$ cat src/rtl/seq_binary_to_bcd.sv
// seq_binary_to_bcd: multi-cycle binary to packed-BCD converter (shift-and-add-3).
//
// Ports:
//   clk      in   rising-edge clock
//   rst_n    in   asynchronous active-low reset
//   start    in   conversion request, accepted only while idle
//   data_in  in   DATA_WIDTH binary operand, captured on the accepted start
//   busy     out  high from the cycle after acceptance until the result is published
//   done     out  one-cycle pulse coinciding with the bcd_out/sign_out update
//   bcd_out  out  4*DIGITS packed BCD, ones digit at [3:0]
//   sign_out out  1 when a two's-complement operand was negative (SIGNED_MODE=1)
module seq_binary_to_bcd #(
    parameter int DATA_WIDTH  = 8,
    parameter int DIGITS      = 3,
    parameter int SIGNED_MODE = 1
) (
    input  logic                  clk,
    input  logic                  rst_n,
    input  logic                  start,
    input  logic [DATA_WIDTH-1:0] data_in,
    output logic                  busy,
    output logic                  done,
    output logic [4*DIGITS-1:0]   bcd_out,
    output logic                  sign_out
);

    localparam int BCD_W = 4 * DIGITS;
    localparam int CNT_W = $clog2(DATA_WIDTH + 1);

    // True when DIGITS decimal digits can represent every value below 2**dw.
    function automatic bit digits_fit(input int dw, input int nd);
        longint lim;
        longint p;
        bit     ok;
        lim = longint'(1) << dw;
        p   = 1;
        ok  = 1'b0;
        for (int i = 0; i < nd; i++) begin
            if (!ok) begin
                p = p * 10;
                if (p > lim) ok = 1'b1;
            end
        end
        return ok;
    endfunction

    if (DATA_WIDTH < 4 || DATA_WIDTH > 32) begin : g_width_check
        $error("seq_binary_to_bcd: DATA_WIDTH must lie in 4..32");
    end
    if (!digits_fit(DATA_WIDTH, DIGITS)) begin : g_digits_check
        $error("seq_binary_to_bcd: 10**DIGITS must exceed 2**DATA_WIDTH");
    end

    // Absolute value formed one bit wider so the most negative operand
    // does not wrap; the result always fits back into DATA_WIDTH bits.
    function automatic logic [DATA_WIDTH-1:0] magnitude(input logic [DATA_WIDTH-1:0] v);
        logic signed [DATA_WIDTH:0] wide;
        logic signed [DATA_WIDTH:0] mag;
        wide = (SIGNED_MODE != 0) ? $signed({v[DATA_WIDTH-1], v}) : $signed({1'b0, v});
        mag  = (wide < 0) ? -wide : wide;
        return mag[DATA_WIDTH-1:0];
    endfunction

    // Per-digit +3 correction ahead of the shift; digits never carry into each other.
    function automatic logic [BCD_W-1:0] add3(input logic [BCD_W-1:0] s);
        logic [BCD_W-1:0] r;
        r = s;
        for (int d = 0; d < DIGITS; d++) begin
            if (s[4*d +: 4] >= 4'd5) r[4*d +: 4] = s[4*d +: 4] + 4'd3;
        end
        return r;
    endfunction

    typedef enum logic [1:0] {IDLE, LOAD, SHIFT, DONE} state_t;

    state_t                state_q, state_d;
    logic [DATA_WIDTH-1:0] operand_q;
    logic [BCD_W-1:0]      scratch_q;
    logic [BCD_W-1:0]      scratch_adj;
    logic [CNT_W-1:0]      cnt_q;
    logic                  sign_q;

    assign scratch_adj = add3(scratch_q);
    assign busy        = (state_q != IDLE);

    always_ff @(posedge clk or negedge rst_n) begin
        if (!rst_n) state_q <= IDLE;
        else        state_q <= state_d;
    end

    always_comb begin
        state_d = state_q;
        case (state_q)
            IDLE:    if (start) state_d = LOAD;
            LOAD:    state_d = SHIFT;
            // Last shift happens on the edge that takes the counter to zero.
            SHIFT:   if (cnt_q == CNT_W'(1)) state_d = DONE;
            DONE:    state_d = IDLE;
            default: state_d = IDLE;
        endcase
    end

    always_ff @(posedge clk or negedge rst_n) begin
        if (!rst_n) begin
            operand_q <= '0;
            scratch_q <= '0;
            cnt_q     <= '0;
            sign_q    <= 1'b0;
            bcd_out   <= '0;
            sign_out  <= 1'b0;
            done      <= 1'b0;
        end else begin
            done <= 1'b0;
            case (state_q)
                IDLE: begin
                    if (start) operand_q <= data_in;
                end
                LOAD: begin
                    // The operand register doubles as the magnitude shift register.
                    operand_q <= magnitude(operand_q);
                    sign_q    <= (SIGNED_MODE != 0) && operand_q[DATA_WIDTH-1];
                    scratch_q <= '0;
                    cnt_q     <= CNT_W'(DATA_WIDTH);
                end
                SHIFT: begin
                    scratch_q <= {scratch_adj[BCD_W-2:0], operand_q[DATA_WIDTH-1]};
                    operand_q <= {operand_q[DATA_WIDTH-2:0], 1'b0};
                    cnt_q     <= cnt_q - CNT_W'(1);
                end
                DONE: begin
                    bcd_out  <= scratch_q;
                    sign_out <= sign_q;
                    done     <= 1'b1;
                end
                default: ;
            endcase
        end
    end

endmodule

$ cat config.mk
export PLATFORM = sky130hd
export DESIGN_NAME = seq_binary_to_bcd
export DESIGN_NICKNAME = d
export VERILOG_FILES = /design/src/rtl/seq_binary_to_bcd.sv
export SDC_FILE = /design/constraint.sdc
export NUM_CORES = 1
export LEC_CHECK = 0
export BUFFER_PORTS_ARGS = -buffer_cell sky130_fd_sc_hd__buf_2
export CAP_MARGIN = 20
export CORE_MARGIN = 10
export CORE_UTILIZATION = 52
export CTS_CLUSTER_DIAMETER = 40
export DETAILED_ROUTE_END_ITERATION = 16
export GPL_TIMING_DRIVEN = 0
export PLACE_DENSITY = 0.83
export REMOVE_ABC_BUFFERS = 1
export SLEW_MARGIN = 20
export SYNTH_ARGS = -nofsm -noshare
export SYNTH_HDL_FRONTEND = slang
export SYNTH_SLANG_ARGS = --single-unit
export TNS_END_PERCENT = 20
$ cat constraint.sdc
create_clock -name clk -period 1.5 [get_ports clk]
set_clock_uncertainty 0.05 [all_clocks]
set_input_delay 0.15 -clock clk [delete_from_list [all_inputs] [get_ports clk]]
set_output_delay 0.15 -clock clk [all_outputs]
set_load 0.005 [all_outputs]
==> metrics.cfg, run 1 <==
[power_and_ir_drop]
ir_drop_mv=2.37
power.density_nw_per_um2=2320
p_seq_share_pct=24.5
sw_frac_of_total_pct=41.8
clkPwrFrac_pct=15.6
pwr-share-comb_pct=60.0
power.leakage_nw=1.38
power.internal_w=0.00405
power.total_w=0.00695
power_switching_w=0.00290

[critical_path]
start_kind=register
path_max_fanout=8
cp.required_ns=1.69
cp-end-kind=register
crit_type=register to register
critPathArrivalTime_ns=1.97

[min_path]
hold_path.class=input port to register

[status]
status=complete, but fails checks
violations=setup timing

[floorplan]
die_width_um=84.6
die-area_um2=7160
core_area_um2=4030
die_h_um=84.6
boundaryPins=26
floorplan.rows=23
initial_core_util_pct=53.9

[cts]
cts_buffer_depth=2
numCtsBuffers=5
path_clk_slew_ns=0.09
cts_sinks=41
htree_levels=2
clkLatencyLatePin_ns=0.30
cts.root.buffer_cell=clkbuf_8
cts_tree=yes

[global_routing]
grt_max_degree=42
antenna_found_initial=1
grt_pass1_vias=1921
overflow=0
grt_pass1_wl_um=9490
grt_usage_pct=16.2

[routing]
routedWlPerCell_um=19.8
drc=0
drt-vias-per-instance=6.03
final_antenna_net_count=0
wirelength_um=6290
dr.pass1.iters=4
via_count=1919
drt_iter0_markers=159

[timing]
finalHoldViolCount=0
fmax_mhz=562
finalCritPeriodShare_pct=119
fin_crit_ns=1.78
setup_slack_ns=-0.281
rsz0062_at_grt=yes
worstMarginPinSlew_ns=0.895
drv_slew=0
setup_violations=23
slew_headroom_pct=40.3

[synth]
yosys-top-cells-area=dfrtp_1 47%, mux2_2 8.8%, ha_1 8.1%, o21ai_0 5.3%, inv_1 4.5%
synth.largest_area_cell=dfrtp_1
yosysUniqueCellTypes=36
yosysWarnings=0
syn_area_um2=2170
yosysMostFrequentCell=dfrtp_1
syn_inst=213
ys_ff_latch=41
yosysTopAreaCellShare_pct=47.3
synthFlopType=dfrtp_1
ys_seq_area_share_pct=47.3
async_flop_share_pct=100
ys_top_cells_by_count=41 x dfrtp_1, 26 x inv_1, 23 x o21ai_0
synth_edf_count=0
syn_area_per_cell_um2=10.2

[flow_run]
max_cap_violations=0

[final_layout]
syn_to_final_growth_pct=38.0
stdcell_count=318
drive_gt1_share_pct=47.9
layout.nets=291

[placed_design]
portBuffers=25
place_inst=278
dp_hpwl_um=2980
globalplace.congestion=0.763

metrics by stage:
stage	TNS, ns	utilization [%]	instance area [µm²]	worst slack (ns)	hold slack [ns]
global placement	-22.82	57.4	2310	-1.17	0.268
global route	-3.84	74.3	2990	-0.320	0.0870
floorplan	-9.87	-	2120	-0.682	-0.196
finish	-2.26	74.3	2990	-0.281	0.0846
detailed placement	-24.29	57.4	2310	-1.20	0.279
CTS	-0.723	70.8	2850	-0.157	0.0532
worst max-delay path: stages, from the launching register on:
cell and delay [ns]:
dfrtp_1 0.46, inv_2 0.11, ha_4 0.35, nand2_2 0.15, o311ai_1 0.38, a22o_1 0.22
registers in the layout, indices dropped and copies added, names as in the netlist:
name,flops
operand_q,8
cnt_q,4
state_q,2
sign_out,1
bcd_out,12
done,1
sign_q,1
scratch_q,12
power by group through the flow:
stage	clock (W)	sequential, W	combinational (W)
after floorplan	0	0.00160	0.00159
after global placement	0	0.00162	0.00188
after detailed placement	0	0.00163	0.00196
after CTS	0.00107	0.00164	0.00348
after global routing	0.00113	0.00173	0.00444
final	0.00108	0.00170	0.00417
worst paths after layout:
kind / start / endpoint / slack [ns] / cells past startpoint
max in group asynchronous: rst_n / state_q[0] / 0.33 / 2
min: data_in[1] / operand_q[1] / 0.08 / 3
min reg2reg: bcd_out[5] / bcd_out[5] / 0.46 / 1
max reg2reg: state_q[1] / operand_q[6] / -0.28 / 5
min in group asynchronous: rst_n / operand_q[7] / 0.46 / 2
max: state_q[1] / operand_q[6] / -0.28 / 5
cell usage in the layout, fill, tap and decap left out, types with 3 or more instances in the layout:
| cell | synthesis | routed |
|---|---|---|
| dfrtp_1 | 41 | 40 |
| nand2_2 | 0 | 3 |
| ha_2 | 0 | 3 |
| nor2_1 | 7 | 5 |
| nand3_1 | 6 | 5 |
| ha_1 | 14 | 5 |
| ha_4 | 0 | 6 |
| o21ai_1 | 0 | 8 |
| buf_2 | 6 | 25 |
| nor3_1 | 6 | 6 |
| xnor2_1 | 5 | 5 |
| a21oi_4 | 0 | 3 |
| nand2_1 | 9 | 5 |
| mux2_2 | 17 | 14 |
| mux2_4 | 0 | 3 |
| nand2b_1 | 5 | 4 |
| inv_2 | 0 | 9 |
| clkbuf_8 | 0 | 5 |
| o32ai_2 | 0 | 3 |
| o21ai_2 | 0 | 3 |
| buf_6 | 0 | 4 |
| o21ai_0 | 23 | 12 |
| o22ai_1 | 8 | 8 |
| a21oi_1 | 9 | 4 |
| inv_1 | 26 | 16 |
| and3_1 | 3 | 3 |
| buf_4 | 0 | 24 |
per-layer routing:
layer	GRT usage, %	vias to the layer above	share of wire [%]
li1	-	852	-
met1	18.4	951	39
met2	27.4	91	51
met3	3.96	25	6.7
met4	8.23	0	4.1
met5	0	-	0
layout make-up:
| cell class | count | area (µm²) |
|---|---|---|
| fillers | 277 | 1030 |
| flip-flops and latches | 41 | 1030 |
| well taps | 50 | 62.6 |
| inverters | 26 | 100 |
| clock inverters | 3 | 65.1 |
| diodes | 1 | 2.50 |
| clock buffers | 5 | 68.8 |
| repair buffers | 56 | 400 |
| multi-input cells | 136 | 1270 |
logic make-up after synthesis:
kind of cell	Yosys count	synth area share, %
multiplexers	18	9.28
buffers and inverters	36	6.63
flip-flops	41	47.3
AO/OA/AOI/OAI	56	16.0
AND/OR/NAND/NOR	43	10.7
adder cells (fa/ha/maj)	14	8.07
XOR/XNOR	5	2.02
repair_timing:
item / in CTS / in global routing
endpoints found under the hold margin: 41 / 0
setup endpoints to repair: 39 / 25
pin swaps: 16 / 13
hold buffers: 1 / 0
gates resized for setup: 58 / 25
buffers inserted: 25 / 5
Power figures use the tool's default switching activity.
==> inputs of run 2 (changes only) <==
--- a/config.mk
+++ b/config.mk
@@ -7,6 +7,7 @@
 export LEC_CHECK = 0
 export BUFFER_PORTS_ARGS = -buffer_cell sky130_fd_sc_hd__buf_2
 export CAP_MARGIN = 20
+export CORE_ASPECT_RATIO = 2
 export CORE_MARGIN = 10
 export CORE_UTILIZATION = 52
 export CTS_CLUSTER_DIAMETER = 40
==> run 2 against run 1 <==
Net effect: the run still ends with setup timing left; cell area shrank 2.8%; via count shrank 3.1%; utilization shrank 3.1 points; cell count shrank 1.3%; sequential power shrank 2%; fmax grew 5.0%; critical path type unchanged.
==> metrics.cfg, run 2 (same netlist as run 1, synthesis figures left out) <==
[status]
status=complete, but fails checks
violations=setup timing

[routing]
routedWlPerCell_um=17.9  ; -9.4%
wirelength_um=5630  ; -11%
via_count=1860  ; -3.1%
dr_wl_met3_um=246  ; -42%
drt_iter0_markers=66  ; -58%
final_antenna_net_count=0  ; unchanged
dr_wl_met2_um=3230  ; +1.3%
drt-vias-per-instance=5.92  ; -1.8%
drc=0  ; unchanged
dr.pass1.iters=4  ; unchanged
highest_layer=met4
met1Wirelength_um=1880  ; -22%

[placed_design]
dp_hpwl_um=3030  ; +1.9%
portBuffers=25  ; unchanged
globalplace.congestion=0.786  ; +3.0%
dp_slack_ns=-1.23  ; -0.0284 ns

[global_routing]
antenna_found_initial=0  ; -1
grt_max_degree=42  ; unchanged
grt_pass1_wl_um=9490  ; unchanged
overflow=0  ; unchanged
grt_usage_pct=16.1  ; -0.047 points
grt_pass1_vias=2039  ; +6.1%

[cts]
cts_sinks=41  ; unchanged
numCtsBuffers=5  ; unchanged
cts_buffer_depth=2  ; unchanged
cts_tree=yes
htree_levels=2  ; unchanged
path_clk_slew_ns=0.08  ; about the same
cts.root.buffer_cell=clkbuf_8
clkLatencyLatePin_ns=0.30  ; about the same

[flow_run]
max_cap_violations=0  ; unchanged

[final_layout]
layout.nets=286  ; -1.7%
final_cell_mix=39 x dfrtp_1, 25 x buf_2, 17 x o21ai_1, 17 x buf_4, 16 x inv_1
top_regs=bcd_out x12, scratch_q x12, operand_q x8
diodes=0  ; -1
fin_util_pct=71.2  ; -3.1 points
final_common_cell=dfrtp_1
drive_gt1_share_pct=45.0  ; -2.9 points
syn_to_final_growth_pct=34.1

[power_and_ir_drop]
power.density_nw_per_um2=2200  ; -5.4%
power.total_w=0.00639  ; -8.1%
power.leakage_nw=1.35  ; -2.2%
ir_drop_mv=2.28  ; -3.7%

[timing]
worstMarginPinSlew_ns=0.919  ; +0.0238 ns
slew_headroom_pct=38.7  ; -1.6 points
fin_crit_ns=1.69  ; -0.0855 ns
drv_slew=0  ; unchanged
rsz0062_at_grt=yes
setup_slack_ns=-0.195  ; +0.0855 ns
setup_violations=16  ; -30%
finalCritPeriodShare_pct=113  ; -5.7 points
finalHoldViolCount=0  ; unchanged
fmax_mhz=590  ; +5.0%
hold_slack_ns=0.0526  ; -0.0320 ns

[min_path]
hold_path.class=input port to register

[floorplan]
core_area_um2=4090  ; +1.5%
die_width_um=65.7  ; -22%
die-area_um2=7310  ; +2.2%
floorplan.rows=33  ; +43%
initial_core_util_pct=53.1  ; -0.77 points
die_h_um=111  ; +32%
boundaryPins=26  ; unchanged

[critical_path]
critPathArrivalTime_ns=1.89  ; -0.08 ns
cp-end-kind=register
start_kind=register
path_max_fanout=2  ; -6
cp.required_ns=1.69  ; about the same
crit_type=register to register

-- run 2: power by group --
group / internal, W / switching [W]
combinational: 0.00186 / 0.00193
clock: 0.000543 / 0.000394
sequential: 0.00139 / 0.000277
total: 0.00379 / 0.00260
-- run 2: repair_timing --
item,4_1_cts,5_1_grt
pin swaps,16,7
resized for setup,68,16
gates cloned,0,0
setup endpoints to repair,39,33
setup buffers,25,0
hold endpoints to repair,41,0
hold buffers,1,0
-- run 2: layout make-up --
| class | count | area [µm²] |
|---|---|---|
| Multi-Input combinational cell | 136 | 1230 |
| Fill cell | 292 | 1180 |
| Sequential cell | 41 | 1030 |
| Timing Repair Buffer | 51 | 374 |
| Inverter | 26 | 100 |
| Clock buffer | 7 | 86.3 |
| Tap cell | 52 | 65.1 |
| Clock inverter | 1 | 30.0 |
-- run 2: layer usage --
layer | vias up | global-route usage, %
met3 | 25 | 3.21
met5 | - | 0
met2 | 64 | 28.8
met4 | 0 | 10.1
li1 | 843 | -
met1 | 928 | 16.0
-- run 2: metrics by stage --
step | instances | area, µm² | setup TNS (ns)
3_5_place_dp | 280 | 2310 | -24.26
2_1_floorplan | 203 | 2120 | -9.87
3_3_place_gp | 280 | 2310 | -22.23
6_report | 314 | 2910 | -1.18
4_1_cts | 314 | 2860 | -0.990
5_1_grt | 314 | 2910 | -2.18
-- run 2: critical path, cell delays in order (launching register included) --
cell and delay (ns):
dfrtp_1 0.41, inv_2 0.09, ha_4 0.13, or3b_4 0.40, nor3_4 0.16, buf_4 0.14, a31o_4 0.15, a22o_1 0.11
-- run 2: worst paths after layout --
path / startpoint / to / slack (ns) / cells after the start
setup / recovery: operand_q[1] / operand_q[6] / -0.19 / 7
hold / removal: data_in[0] / operand_q[0] / 0.05 / 3
setup reg to reg: operand_q[1] / operand_q[6] / -0.19 / 7
hold reg to reg: bcd_out[11] / bcd_out[11] / 0.45 / 1
max in group asynchronous: rst_n / state_q[0] / 0.30 / 2
min in group asynchronous: rst_n / sign_out / 0.47 / 2
